File: src/rtl/jtag_tap_target.sv
// jtag_tap_target
//   Target-side IEEE 1149.1 TAP responder. Runs the 16-state TAP FSM on the
//   rising edge of clk (TCK). It holds an instruction register and three data
//   registers: bypass, user-defined and boundary scan. tdo is driven from the
//   register contents.
//
// Ports
//   clk              in   TCK; all state changes on the rising edge
//   reset            in   asynchronous, active-high
//   tms, tdi         in   test mode select / test data in
//   bsr_capture_in   in   [BSR_WIDTH]   parallel pins loaded at Capture-DR (BSR)
//   tdo              out  serial data out (LSB of the active shift register)
//   tdo_en           out  high in Shift-IR / Shift-DR
//   tap_state        out  [4]          current TAP state
//   instruction      out  [INSTR_WIDTH] active instruction
//   user_reg         out  [USER_REG_WIDTH] user-defined register
//   bsr_update_out   out  [BSR_WIDTH]  boundary-scan update latch
//   update_dr_pulse  out  high while in Update-DR
module jtag_tap_target #(
  parameter int unsigned INSTR_WIDTH    = 5,
  parameter int unsigned USER_REG_WIDTH = 32,
  parameter int unsigned BSR_WIDTH      = 32,
  parameter logic [4:0]  OPC_BYPASS     = 5'b00000,
  parameter logic [4:0]  OPC_USER       = 5'b00001,
  parameter logic [4:0]  OPC_BSR        = 5'b00110
) (
  input  logic                      clk,
  input  logic                      reset,
  input  logic                      tms,
  input  logic                      tdi,
  input  logic [BSR_WIDTH-1:0]      bsr_capture_in,
  output logic                      tdo,
  output logic                      tdo_en,
  output logic [3:0]                tap_state,
  output logic [INSTR_WIDTH-1:0]    instruction,
  output logic [USER_REG_WIDTH-1:0] user_reg,
  output logic [BSR_WIDTH-1:0]      bsr_update_out,
  output logic                      update_dr_pulse
);

  typedef enum logic [3:0] {
    TAP_RESET      = 4'd0,
    TAP_IDLE       = 4'd1,
    TAP_DR_SCAN    = 4'd2,
    TAP_IR_SCAN    = 4'd3,
    TAP_CAPTURE_IR = 4'd4,
    TAP_SHIFT_IR   = 4'd5,
    TAP_EXIT1_IR   = 4'd6,
    TAP_PAUSE_IR   = 4'd7,
    TAP_EXIT2_IR   = 4'd8,
    TAP_UPDATE_IR  = 4'd9,
    TAP_CAPTURE_DR = 4'd10,
    TAP_SHIFT_DR   = 4'd11,
    TAP_EXIT1_DR   = 4'd12,
    TAP_PAUSE_DR   = 4'd13,
    TAP_EXIT2_DR   = 4'd14,
    TAP_UPDATE_DR  = 4'd15
  } tap_state_e;

  localparam logic [INSTR_WIDTH-1:0] OPC_BYPASS_L = OPC_BYPASS[INSTR_WIDTH-1:0];
  localparam logic [INSTR_WIDTH-1:0] OPC_USER_L   = OPC_USER[INSTR_WIDTH-1:0];
  localparam logic [INSTR_WIDTH-1:0] OPC_BSR_L    = OPC_BSR[INSTR_WIDTH-1:0];
  // 1149.1 mandates the two LSBs of the IR capture value be 2'b01.
  localparam logic [INSTR_WIDTH-1:0] IR_CAPTURE   = {{(INSTR_WIDTH-2){1'b0}}, 2'b01};

  tap_state_e                state_q;
  logic [INSTR_WIDTH-1:0]    instr_q;
  logic [INSTR_WIDTH-1:0]    ir_shift_q;
  logic                      bypass_q;
  logic [USER_REG_WIDTH-1:0] user_shift_q;
  logic [BSR_WIDTH-1:0]      bsr_shift_q;
  logic [USER_REG_WIDTH-1:0] user_reg_q;
  logic [BSR_WIDTH-1:0]      bsr_upd_q;

  // Any opcode other than USER or BSR (including undefined ones) selects bypass.
  logic sel_user;
  logic sel_bsr;
  assign sel_user = (instr_q == OPC_USER_L);
  assign sel_bsr  = (instr_q == OPC_BSR_L) && !sel_user;

  // Register actions belong to the state being left, so they are keyed on
  // state_q together with the transition out of it.
  always_ff @(posedge clk or posedge reset) begin
    if (reset) begin
      state_q      <= TAP_RESET;
      instr_q      <= OPC_BYPASS_L;
      ir_shift_q   <= '0;
      bypass_q     <= 1'b0;
      user_shift_q <= '0;
      bsr_shift_q  <= '0;
      user_reg_q   <= '0;
      bsr_upd_q    <= '0;
    end else begin
      case (state_q)
        TAP_RESET: begin
          instr_q <= OPC_BYPASS_L;
          state_q <= tms ? TAP_RESET : TAP_IDLE;
        end
        TAP_IDLE:    state_q <= tms ? TAP_DR_SCAN : TAP_IDLE;
        TAP_DR_SCAN: state_q <= tms ? TAP_IR_SCAN : TAP_CAPTURE_DR;
        TAP_IR_SCAN: begin
          if (tms) begin
            state_q <= TAP_RESET;
            instr_q <= OPC_BYPASS_L;
          end else begin
            state_q <= TAP_CAPTURE_IR;
          end
        end
        TAP_CAPTURE_IR: begin
          ir_shift_q <= IR_CAPTURE;
          state_q    <= tms ? TAP_EXIT1_IR : TAP_SHIFT_IR;
        end
        TAP_SHIFT_IR: begin
          ir_shift_q <= {tdi, ir_shift_q[INSTR_WIDTH-1:1]};
          state_q    <= tms ? TAP_EXIT1_IR : TAP_SHIFT_IR;
        end
        TAP_EXIT1_IR: state_q <= tms ? TAP_UPDATE_IR : TAP_PAUSE_IR;
        TAP_PAUSE_IR: state_q <= tms ? TAP_EXIT2_IR : TAP_PAUSE_IR;
        TAP_EXIT2_IR: state_q <= tms ? TAP_UPDATE_IR : TAP_SHIFT_IR;
        TAP_UPDATE_IR: begin
          instr_q <= ir_shift_q;
          state_q <= tms ? TAP_DR_SCAN : TAP_IDLE;
        end
        TAP_CAPTURE_DR: begin
          if (sel_user)     user_shift_q <= user_reg_q;
          else if (sel_bsr) bsr_shift_q  <= bsr_capture_in;
          else              bypass_q     <= 1'b0;
          state_q <= tms ? TAP_EXIT1_DR : TAP_SHIFT_DR;
        end
        TAP_SHIFT_DR: begin
          if (sel_user)     user_shift_q <= {tdi, user_shift_q[USER_REG_WIDTH-1:1]};
          else if (sel_bsr) bsr_shift_q  <= {tdi, bsr_shift_q[BSR_WIDTH-1:1]};
          else              bypass_q     <= tdi;
          state_q <= tms ? TAP_EXIT1_DR : TAP_SHIFT_DR;
        end
        TAP_EXIT1_DR: state_q <= tms ? TAP_UPDATE_DR : TAP_PAUSE_DR;
        TAP_PAUSE_DR: state_q <= tms ? TAP_EXIT2_DR : TAP_PAUSE_DR;
        TAP_EXIT2_DR: state_q <= tms ? TAP_UPDATE_DR : TAP_SHIFT_DR;
        TAP_UPDATE_DR: begin
          if (sel_user)     user_reg_q <= user_shift_q;
          else if (sel_bsr) bsr_upd_q  <= bsr_shift_q;
          state_q <= tms ? TAP_DR_SCAN : TAP_IDLE;
        end
        default: state_q <= TAP_RESET;
      endcase
    end
  end

  always_comb begin
    tdo = 1'b0;
    if (state_q == TAP_SHIFT_IR) begin
      tdo = ir_shift_q[0];
    end else if (state_q == TAP_SHIFT_DR) begin
      if (sel_user)     tdo = user_shift_q[0];
      else if (sel_bsr) tdo = bsr_shift_q[0];
      else              tdo = bypass_q;
    end
  end

  assign tdo_en          = (state_q == TAP_SHIFT_IR) || (state_q == TAP_SHIFT_DR);
  assign tap_state       = state_q;
  assign instruction     = instr_q;
  assign user_reg        = user_reg_q;
  assign bsr_update_out  = bsr_upd_q;
  assign update_dr_pulse = (state_q == TAP_UPDATE_DR);

endmodule

File: config.mk
export PLATFORM = sky130hd
export DESIGN_NAME = jtag_tap_target
export DESIGN_NICKNAME = d
export VERILOG_FILES = /design/src/rtl/jtag_tap_target.sv
export SDC_FILE = /design/constraint.sdc
export NUM_CORES = 1
export LEC_CHECK = 0
export ABC_AREA = 1
export BUFFER_PORTS_ARGS = -buffer_cell sky130_fd_sc_hd__buf_2
export CAP_MARGIN = 5
export CORE_MARGIN = 2
export CORE_UTILIZATION = 60
export CTS_BUF_LIST = sky130_fd_sc_hd__clkbuf_4 sky130_fd_sc_hd__clkbuf_8
export DETAILED_ROUTE_END_ITERATION = 8
export GPL_TIMING_DRIVEN = 1
export PLACE_DENSITY = 0.87
export SLEW_MARGIN = 20
export SYNTH_ARGS = -nofsm -noshare
export SYNTH_HDL_FRONTEND = slang
export SYNTH_SLANG_ARGS = --single-unit
File: constraint.sdc
create_clock -name clk -period 10.7 [get_ports clk]
set_clock_uncertainty 0.2 [all_clocks]
set_input_delay 2.14 -clock clk [delete_from_list [all_inputs] [get_ports clk]]
set_output_delay 2.14 -clock clk [all_outputs]
set_load 0.005 [all_outputs]
# --- Word level (Yosys, flattened, before mapping) ---
# Index checks and enable logic that the tools add are counted.
word_totals:
  reg_bits: 143
  latch_bits: 0
  ram_bits: 0
  romBits: 0
  out_inout_bits: 76
  elab_cells: 84
  mem_count: 0
op_classes:
  add_sub_neg: 0
  n_mul: 0
  n_div: 0
  order_cmp: 0
  eq_ne: 26
  shift: 0
  n_mux: 33
  n_bitwise: 1
  n_reduce_logical: 16
op_table:
  columns: ["op", "count"]
  rows:
  - ["32-bit 2-to-1 mux", 6]
  - ["32-bit case mux with 2 select lines", 2]
  - ["4-bit case mux with 12 select lines", 1]
  - ["4-bit equality test (second input constant)", 8]
  - ["2-bit != test (second input constant)", 9]
  - ["4-bit by 3-bit equality test with 1-bit output (second input constant)", 4]
  - ["4-bit 2-to-1 mux", 4]
  - ["5-bit case mux with 3 select lines", 1]
  - ["5-bit case mux with 2 select lines", 1]
  - ["5-bit AND reduction", 2]
  - ["1-bit 2-to-1 mux", 9]
  - ["3-bit 2-to-1 mux", 3]
  - ["4-bit by 2-bit equality test with 1-bit output (second input constant)", 2]
  - ["2-bit 2-to-1 mux", 4]
  - ["3-bit AND reduction", 2]
  - ["5-bit by 1-bit equality test with 1-bit output (second input constant)", 1]
  - ["5-bit by 3-bit equality test with 1-bit output (second input constant)", 1]
  - ["5-bit 2-to-1 mux", 1]
  - ["4-bit by 1-bit equality test with 1-bit output (second input constant)", 1]
  - ["4-bit zero test", 1]
  - ["2-bit AND reduction", 2]
  - ["2-bit nonzero test", 2]
  - ["2-bit OR reduction", 2]
  - ["3-bit nonzero test", 1]
  - ["other kinds (6)", 6]

# --- Longest topological paths before layout ---
# Gate-level depths: netlist of the first run.
depth:
  word_depth: 7
  depth_mapped: 9
  depth_no_buf: 7

# --- Worst setup path after synthesis of the first run ---
# OpenSTA, ideal clock, no wires.
synth_timing:
  path_type: "register to output"
  start: "reg state_q[2] (netlist: tap_state[2])"
  end: "out tdo"
  arrival_time_ns: 1.210
  t_required_ns: 8.360
  setup_slack_ns: 7.150
  stages_incl_launch_ff: 10
  cell_sequence: "dfrtp_1 -> inv_2 -> nand4_1 -> buf_6 -> buf_6 -> inv_1 -> nand2_1 -> inv_1 -> nand2_1 -> nand2_1"
synth_via:
  elab_chain_len: 3
  elab_cells_between_ends: 4
synth_lines:
  columns: ["element", "line_no", "text"]
  rows:
  - ["from (decl)", "66", "tap_state_e state_q;"]
  - ["from (signal assigned)", "97", "state_q <= tms ? TAP_RESET : TAP_IDLE;"]
  - ["from (signal assigned)", "99", "TAP_IDLE: state_q <= tms ? TAP_DR_SCAN : TAP_IDLE;"]
  - ["from (signal assigned)", "100", "TAP_DR_SCAN: state_q <= tms ? TAP_IR_SCAN : TAP_CAPTURE_DR;"]
  - ["4-bit equality test", "153", "end else if (state_q == TAP_SHIFT_DR) begin"]
  - ["1-bit 2-to-1 mux", "153", null]
  - ["1-bit 2-to-1 mux *", "151", "if (state_q == TAP_SHIFT_IR) begin"]
  - ["to (decl)", "32", "output logic tdo,"]
# Every way passes the cells marked *; elsewhere a longest branch is shown, timed or not.

# --- Worst setup path after layout of the first run ---
layout_timing:
  start: "reg state_q[1] (netlist: tap_state[1])"
  end: "out tdo_en"
layout_via:
  elab_chain_len: 2
  elab_cells_between_ends: 3
layout_lines:
  columns: ["element", "line_no", "text"]
  rows:
  - ["4-bit by 3-bit equality test with 1-bit output / 4-bit equality test (equally long branches)", "160", "assign tdo_en = (state_q == TAP_SHIFT_IR) || (state_q == TAP_SHIFT_DR);"]
  - ["1-bit logical OR *", "160", null]
  - ["to (decl)", "33", "output logic tdo_en,"]
# Marked as above.

==> impl_metrics.csv, run 1 <==
group,metric,value,unit
status,status,"complete, no violations",
worst_setup_path,required,8360,ps
sta,max_clock_freq,222,MHz
sta,tightest_slew,910,ps
worst_setup_path,cpMaxStageDelayCell,"buf_6",
finish,layout.nets,869,
hold_path,min_path_type,"reg -> reg",
global_route,grt_usage,0.235,
sta,max_slew_margin,0.392,
sta,setup_tns,0,ps
drt,vias,5158,
run,cap_viol_max_count,0,
worst_setup_path,endpoint_kind,"primary output",
logic_synthesis,yosysUniqueCellTypes,23,
cts,post_cts_resized,0,
cts,worstSkewPairLatency,440,ps
drt,drc,0,
cts,clk_pin_slew_worst_paths,80,ps
drt,routed_wl,13200,um
worst_setup_path,arrival,2170,ps
drt,antenna_left,0,
global_route,grt_pass1_wl,21300,um
finish,multi_input_comb_area,2170,um^2
sta,final_hold_viol_count,0,
finish,seq_area,3580,um^2
worst_setup_path,critPathLaunchType,"register",
worst_setup_path,critPathKind,"reg -> out",
cts,cts_tree,"yes",
sta,period_needed,4510,ps
logic_synthesis,synth_seq_cells,143,
sta,rsz0062_at_grt,"no",
cts,root_buffer,"clkbuf_8",
cts,htreeDepth,4,
logic_synthesis,syn_area,6320,um^2
floorplanning,die_x,107,um
logic_synthesis,postSynthCellCount,738,
drt,first_iter_violations,472,
global_route,grt_pass1_vias,4646,
power,power_density,176,nW/um^2
finish,syn2layout_area_growth,15.5,%
cts,cts_setup_buffers,0,
cts,postCtsHoldBufs,0,
floorplanning,start_util,0.615,
cts,cts_max_path_buffers,2,
sta,setup_viol,0,
sta,finalMaxSlewViolations,0,
place,detailed_place_hpwl,8400,um
place,io_buffers,111,
worst_setup_path,max_stage_delay,580,ps
power,ir_drop,0.110,mV
global_route,antenna_found_initial,0,
logic_synthesis,syn-num-nets,774,
logic_synthesis,syn_avg_cell_area,8.56,um^2
sta,finalCritPeriodShare,0.421,
power,power,1290,uW
global_route,grt_max_degree,128,
place,gp_congestion,0.998,
logic_synthesis,synth_seq_area_share,0.566,
floorplanning,top_level_ports,112,
finish,fillCellCount,784,
cts,cts_sinks,143,
cts,cts_buffers,17,
global_route,grt_overflow,0,
floorplanning,dieArea,11400,um^2
drt,wire_per_inst,13.5,um
logic_synthesis,ys_warn_count,0,
worst_setup_path,crit_fanout,127,
finish,diodes,0,
drt,firstDrtPassIters,5,
floorplanning,rows,37,
floorplanning,core,10300,um^2
drt,viasPerCell,5.26,
finish,drive_above_1_share,0.198,
floorplanning,die_h,107,um
power,p_leak,0.00370,uW
worst_setup_path,cp_cell_sequence,"nand4_1, buf_6, nand2_1, buf_2",
[report_power, final]
group          internal (uW)  switching, uW  total, uW
Combinational           62.8            137        199
Clock                    280            203        483
Sequential               575           30.0        605
[worst max-delay path, delay by kind of cell (launching register included)]
kind | cells | cell delay [ps]
buffers and inverters | 2 | 740
flip-flops | 1 | 520
AND/OR/NAND/NOR | 2 | 330
[metal layers]
layer / global-route usage / share of wire / wire, um / up-vias
met1: 0.320 / 0.44 / 5800 / 2407
met2: 0.367 / 0.48 / 6300 / 163
met5: 0 / 0 / 0 / -
li1: - / - / - / 2559
met4: 0.0891 / 0.022 / 296 / 0
met3: 0.0614 / 0.063 / 831 / 29
[layout by cell type (no fill, tap or decap), types with 4 or more instances in the layout]
cell type	count
o21ai_0	101
buf_2	111
bufinv_16	5
nand2_1	223
inv_1	81
dfrtp_1	143
nor2_4	4
nand4_1	5
nand3_1	11
o21ai_1	93
o21ai_2	7
nor2_1	14
clkbuf_8	17
o22ai_1	4
[metrics by stage]
step,setup WS [ps],hold slack (ps),cells,utilization,area (um^2)
3_3_place_gp,6570,266,949,0.663,6820
4_1_cts,6020,290,980,0.707,7270
6_report,6190,288,981,0.710,7300
5_1_grt,6100,315,981,0.710,7300
3_5_place_dp,6510,273,949,0.663,6820
2_1_floorplan,4520,242,738,-,6320
[kinds of logic after synthesis]
kind of cell / Yosys count / synth area share
DFF: 143 / 0.566
and+or+nand+nor: 265 / 0.173
buffers and inverters: 123 / 0.0903
AOI/OAI and AO/OA: 207 / 0.170
[synth_stat cells]
cell type	number	area [um^2]
buf_4	4	30.0
buf_2	20	100
o22ai_1	4	25.0
clkbuf_2	1	5.00
nor2_1	14	52.6
nor3_1	1	5.00
nand3_4	1	17.5
nand4_4	1	21.3
nand4_1	5	31.3
inv_1	82	308
inv_2	2	7.51
o21ai_1	93	465
nor2_4	4	45.0
nand3_1	11	55.1
dfrtp_1	143	3580
nand2_2	2	12.5
o211ai_1	2	15.0
nor2_2	3	18.8
o21ai_2	7	61.3
nand2_1	223	837
o21ai_0	101	505
buf_6	9	101
clkbuf_1	5	18.8
[layout make-up]
cell class | count | area share
well taps | 136 | 0.0233
multi-input cells | 472 | 0.297
clock buffers | 18 | 0.0331
repair buffers | 115 | 0.0830
flip-flops and latches | 143 | 0.490
clock inverters | 13 | 0.0291
inverters | 84 | 0.0439
[final timing paths]
path                                                start                             end  slack (ps)  depth (start not counted)
setup / recovery                   tap_state[1]$_DFF_PP0_                          tdo_en        6190                          4
hold / removal             bsr_update_out[19]$_DFFE_PP0P_  bsr_update_out[19]$_DFFE_PP0P_         290                          2
setup reg to reg                   tap_state[1]$_DFF_PP0_        user_reg[20]$_DFFE_PP0P_        8230                          4
hold reg to reg            bsr_update_out[19]$_DFFE_PP0P_  bsr_update_out[19]$_DFFE_PP0P_         290                          2
max in group asynchronous                           reset     bsr_shift_q[29]$_DFFE_PP0P_        7610                          3
min in group asynchronous                           reset  bsr_update_out[24]$_DFFE_PP0P_        1550                          2
Note: power is estimated with default switching activity, not from simulation.
==> run 2: changes to the inputs <==
--- a/config.mk
+++ b/config.mk
@@ -5,15 +5,15 @@
 export SDC_FILE = /design/constraint.sdc
 export NUM_CORES = 1
 export LEC_CHECK = 0
-export ABC_AREA = 1
+export ABC_AREA = 0
 export BUFFER_PORTS_ARGS = -buffer_cell sky130_fd_sc_hd__buf_2
 export CAP_MARGIN = 5
 export CORE_MARGIN = 2
-export CORE_UTILIZATION = 60
+export CORE_UTILIZATION = 52
 export CTS_BUF_LIST = sky130_fd_sc_hd__clkbuf_4 sky130_fd_sc_hd__clkbuf_8
 export DETAILED_ROUTE_END_ITERATION = 8
 export GPL_TIMING_DRIVEN = 1
-export PLACE_DENSITY = 0.87
+export PLACE_DENSITY = 0.8
 export SLEW_MARGIN = 20
 export SYNTH_ARGS = -nofsm -noshare
 export SYNTH_HDL_FRONTEND = slang
==> constraint.sdc (replaced) <==
create_clock -name clk -period 3.8 [get_ports clk]
set_clock_uncertainty 0.2 [all_clocks]
set_input_delay 0.76 -clock clk [delete_from_list [all_inputs] [get_ports clk]]
set_output_delay 0.76 -clock clk [all_outputs]
set_load 0.005 [all_outputs]
==> impl_metrics.csv, run 2 <==
group,metric,value,unit
floorplanning,rows,39,
worst_setup_path,r2r_end,"user_shift_q[20]$_DFFE_PP0P_",
logic_synthesis,postSynthCellCount,517,
floorplanning,core,11500,um^2
global_route,antenna_found_initial,0,
sta,setup_tns,0,ps
finish,fin_cells,775,
power,p_leak,0.00382,uW
finish,drive_above_1_share,0.250,
global_route,grt_pass1_wl,20700,um
power,ir_drop,0.380,mV
logic_synthesis,syn_area,6150,um^2
sta,final_hold_viol_count,0,
cts,clk_pin_slew_worst_paths,80,ps
sta,finalCritPeriodShare,0.774,
logic_synthesis,synth_seq_area_share,0.582,
logic_synthesis,syn-num-nets,553,
logic_synthesis,yosysMostFrequentCell,"dfrtp_1",
drt,antenna_left,0,
logic_synthesis,ys.flop_type,"dfrtp_1",
floorplanning,top_level_ports,112,
worst_setup_path,crit_fanout,44,
place,preCtsSetupSlack,1300,ps
status,status,"complete, no violations",
cts,cts_setup_buffers,0,
logic_synthesis,synth_common_cells,"dfrtp_1, mux2i_1, mux2_1, nand2_1",
cts,cts_sinks,143,
drt,firstDrtPassIters,6,
finish,final_common_cell,"dfrtp_1",
sta,setup_viol,0,
hold_path,min_path_type,"reg -> reg",
logic_synthesis,synth_async_sr_flop_share,1.00,
logic_synthesis,synth_edf_count,0,
worst_setup_path,cpMaxStageDelayCell,"dfrtp_4",
worst_setup_path,critPathKind,"reg -> out",
cts,cts_buffers,17,
drt,drc,0,
logic_synthesis,syn_avg_cell_area,11.9,um^2
sta,max_slew_margin,0.316,
worst_setup_path,cp_cell_sequence,"nand2_1, a211o_1, o22ai_1, buf_2",
floorplanning,die_x,113,um
cts,cts_tree,"yes",
cts,worstSkewPairLatency,430,ps
cts,postCtsHoldBufs,0,
floorplanning,start_util,0.536,
sta,tightest_slew,1030,ps
drt,wire_per_inst,15.9,um
sta,period_needed,2940,ps
global_route,grt_overflow,0,
global_route,grt_max_degree,144,
logic_synthesis,synth_seq_cells,143,
hold_path,hold_end,"bsr_update_out[19]$_DFFE_PP0P_",
logic_synthesis,ys_top_cells_by_area,"dfrtp_1, mux2_1, mux2i_1",
worst_setup_path,arrival,1980,ps
cts,post_cts_resized,0,
worst_setup_path,reg2regPathDepth,5,
worst_setup_path,required,2840,ps
finish,syn2layout_area_growth,18.6,%
floorplanning,dieArea,12700,um^2
power,power,4300,uW
finish,diodes,0,
worst_setup_path,regToRegStartpoint,"tap_state[1]$_DFF_PP0_",
hold_path,hold_start,"bsr_update_out[19]$_DFFE_PP0P_",
global_route,grt_usage,0.205,
sta,rsz0062_at_grt,"no",
sta,worst_slack,858,ps
place,detailed_place_hpwl,7960,um
logic_synthesis,yosysUniqueCellTypes,39,
finish,final_cell_mix,"dfrtp_1, buf_2, mux2i_1",
worst_setup_path,critPathLaunchType,"register",
sta,max_clock_freq,340,MHz
global_route,grt_pass1_vias,4266,
floorplanning,die_h,113,um
logic_synthesis,synth_top_area_frac,0.582,
sta,finalMaxSlewViolations,0,
worst_setup_path,r2r_slack,1290,ps
worst_setup_path,max_stage_delay,830,ps
place,gp_congestion,0.834,
finish,utilization,0.636,
drt,vias,4148,
power,power_density,589,nW/um^2
run,cap_viol_max_count,0,
place,io_buffers,111,
cts,htreeDepth,4,
drt,viasPerCell,5.35,
finish,layout.nets,655,
logic_synthesis,ys_warn_count,0,
cts,root_buffer,"clkbuf_8",
hold_path,hold_depth,1,
drt,first_iter_violations,317,
worst_setup_path,endpoint_kind,"primary output",
logic_synthesis,synth_top_cell_by_area,"dfrtp_1",
place,placed_cells,743,
drt,routed_wl,12300,um
cts,cts_max_path_buffers,2,
## run 2: changes by cell type after synthesis, moves of 34 or more
cell     change
nand2_1    -171
o21ai_1     -81
o21ai_0     -66
inv_1       -70
mux2i_1     +64
a21oi_1     +34
mux2_1      +60
## run 2: through the flow
| step | hold slack (ps) | area (um^2) |
|---|---|---|
| 2_1_floorplan | 264 | 6150 |
| 4_1_cts | 287 | 7290 |
| 5_1_grt | 301 | 7290 |
| 3_5_place_dp | 270 | 6760 |
| 3_3_place_gp | 262 | 6760 |
| 6_report | 281 | 7290 |
## run 2: cells by family (layout without fill, tap and decap cells)
| group | count (synthesis) | count (layout) | share of synthesized area |
|---|---|---|---|
| buf+inv | 45 | 160 | 0.0364 |
| compound gates | 94 | 94 | 0.0820 |
| xor+xnor | 2 | 2 | 0.00285 |
| mux | 128 | 128 | 0.221 |
| flops | 143 | 143 | 0.582 |
| simple gates | 105 | 105 | 0.0749 |
## run 2: how the worst max path moves through the flow
stage,cells after the start,start,end
2_1_floorplan,1,reset,bsr_shift_q[0]$_DFFE_PP0P_
3_3_place_gp,4,tap_state[0]$_DFF_PP0_,tdo
3_5_place_dp,5,tap_state[1]$_DFF_PP0_,user_shift_q[17]$_DFFE_PP0P_
4_1_cts,4,tap_state[0]$_DFF_PP0_,tdo
5_1_grt,4,tap_state[0]$_DFF_PP0_,tdo
6_report,4,tap_state[0]$_DFF_PP0_,tdo
## run 2: cell type report
class	instances	area [um^2]
fillers	914	4180
well taps	143	179
multi-input cells	329	2340
clock inverters	10	228
flip-flops and latches	143	3580
clock buffers	22	303
repair buffers	116	606
inverters	12	48.8
## run 2: worst max-delay path: cells and delay by family (launching register included)
kind | cells | cell delay, ps
AOI/OAI and AO/OA | 2 | 400
buffers and inverters | 1 | 130
DFF | 1 | 830
and+or+nand+nor | 1 | 170
## run 2: routing by layer
layer	global-route usage	part of all wire	wire (um)	up-vias
met4	0.0772	0.017	206	0
met5	0	0	0	-
li1	-	-	-	2005
met1	0.267	0.45	5530	2016
met2	0.325	0.47	5840	111
met3	0.0637	0.060	740	16
## run 2: where the power goes
| group | leakage [uW] | total, uW | switching, uW | internal (uW) |
|---|---|---|---|---|
| Combinational | 0.00174 | 843 | 429 | 414 |
| Sequential | 0.00181 | 1900 | 240 | 1660 |
| Clock | 0.000265 | 1550 | 551 | 1000 |
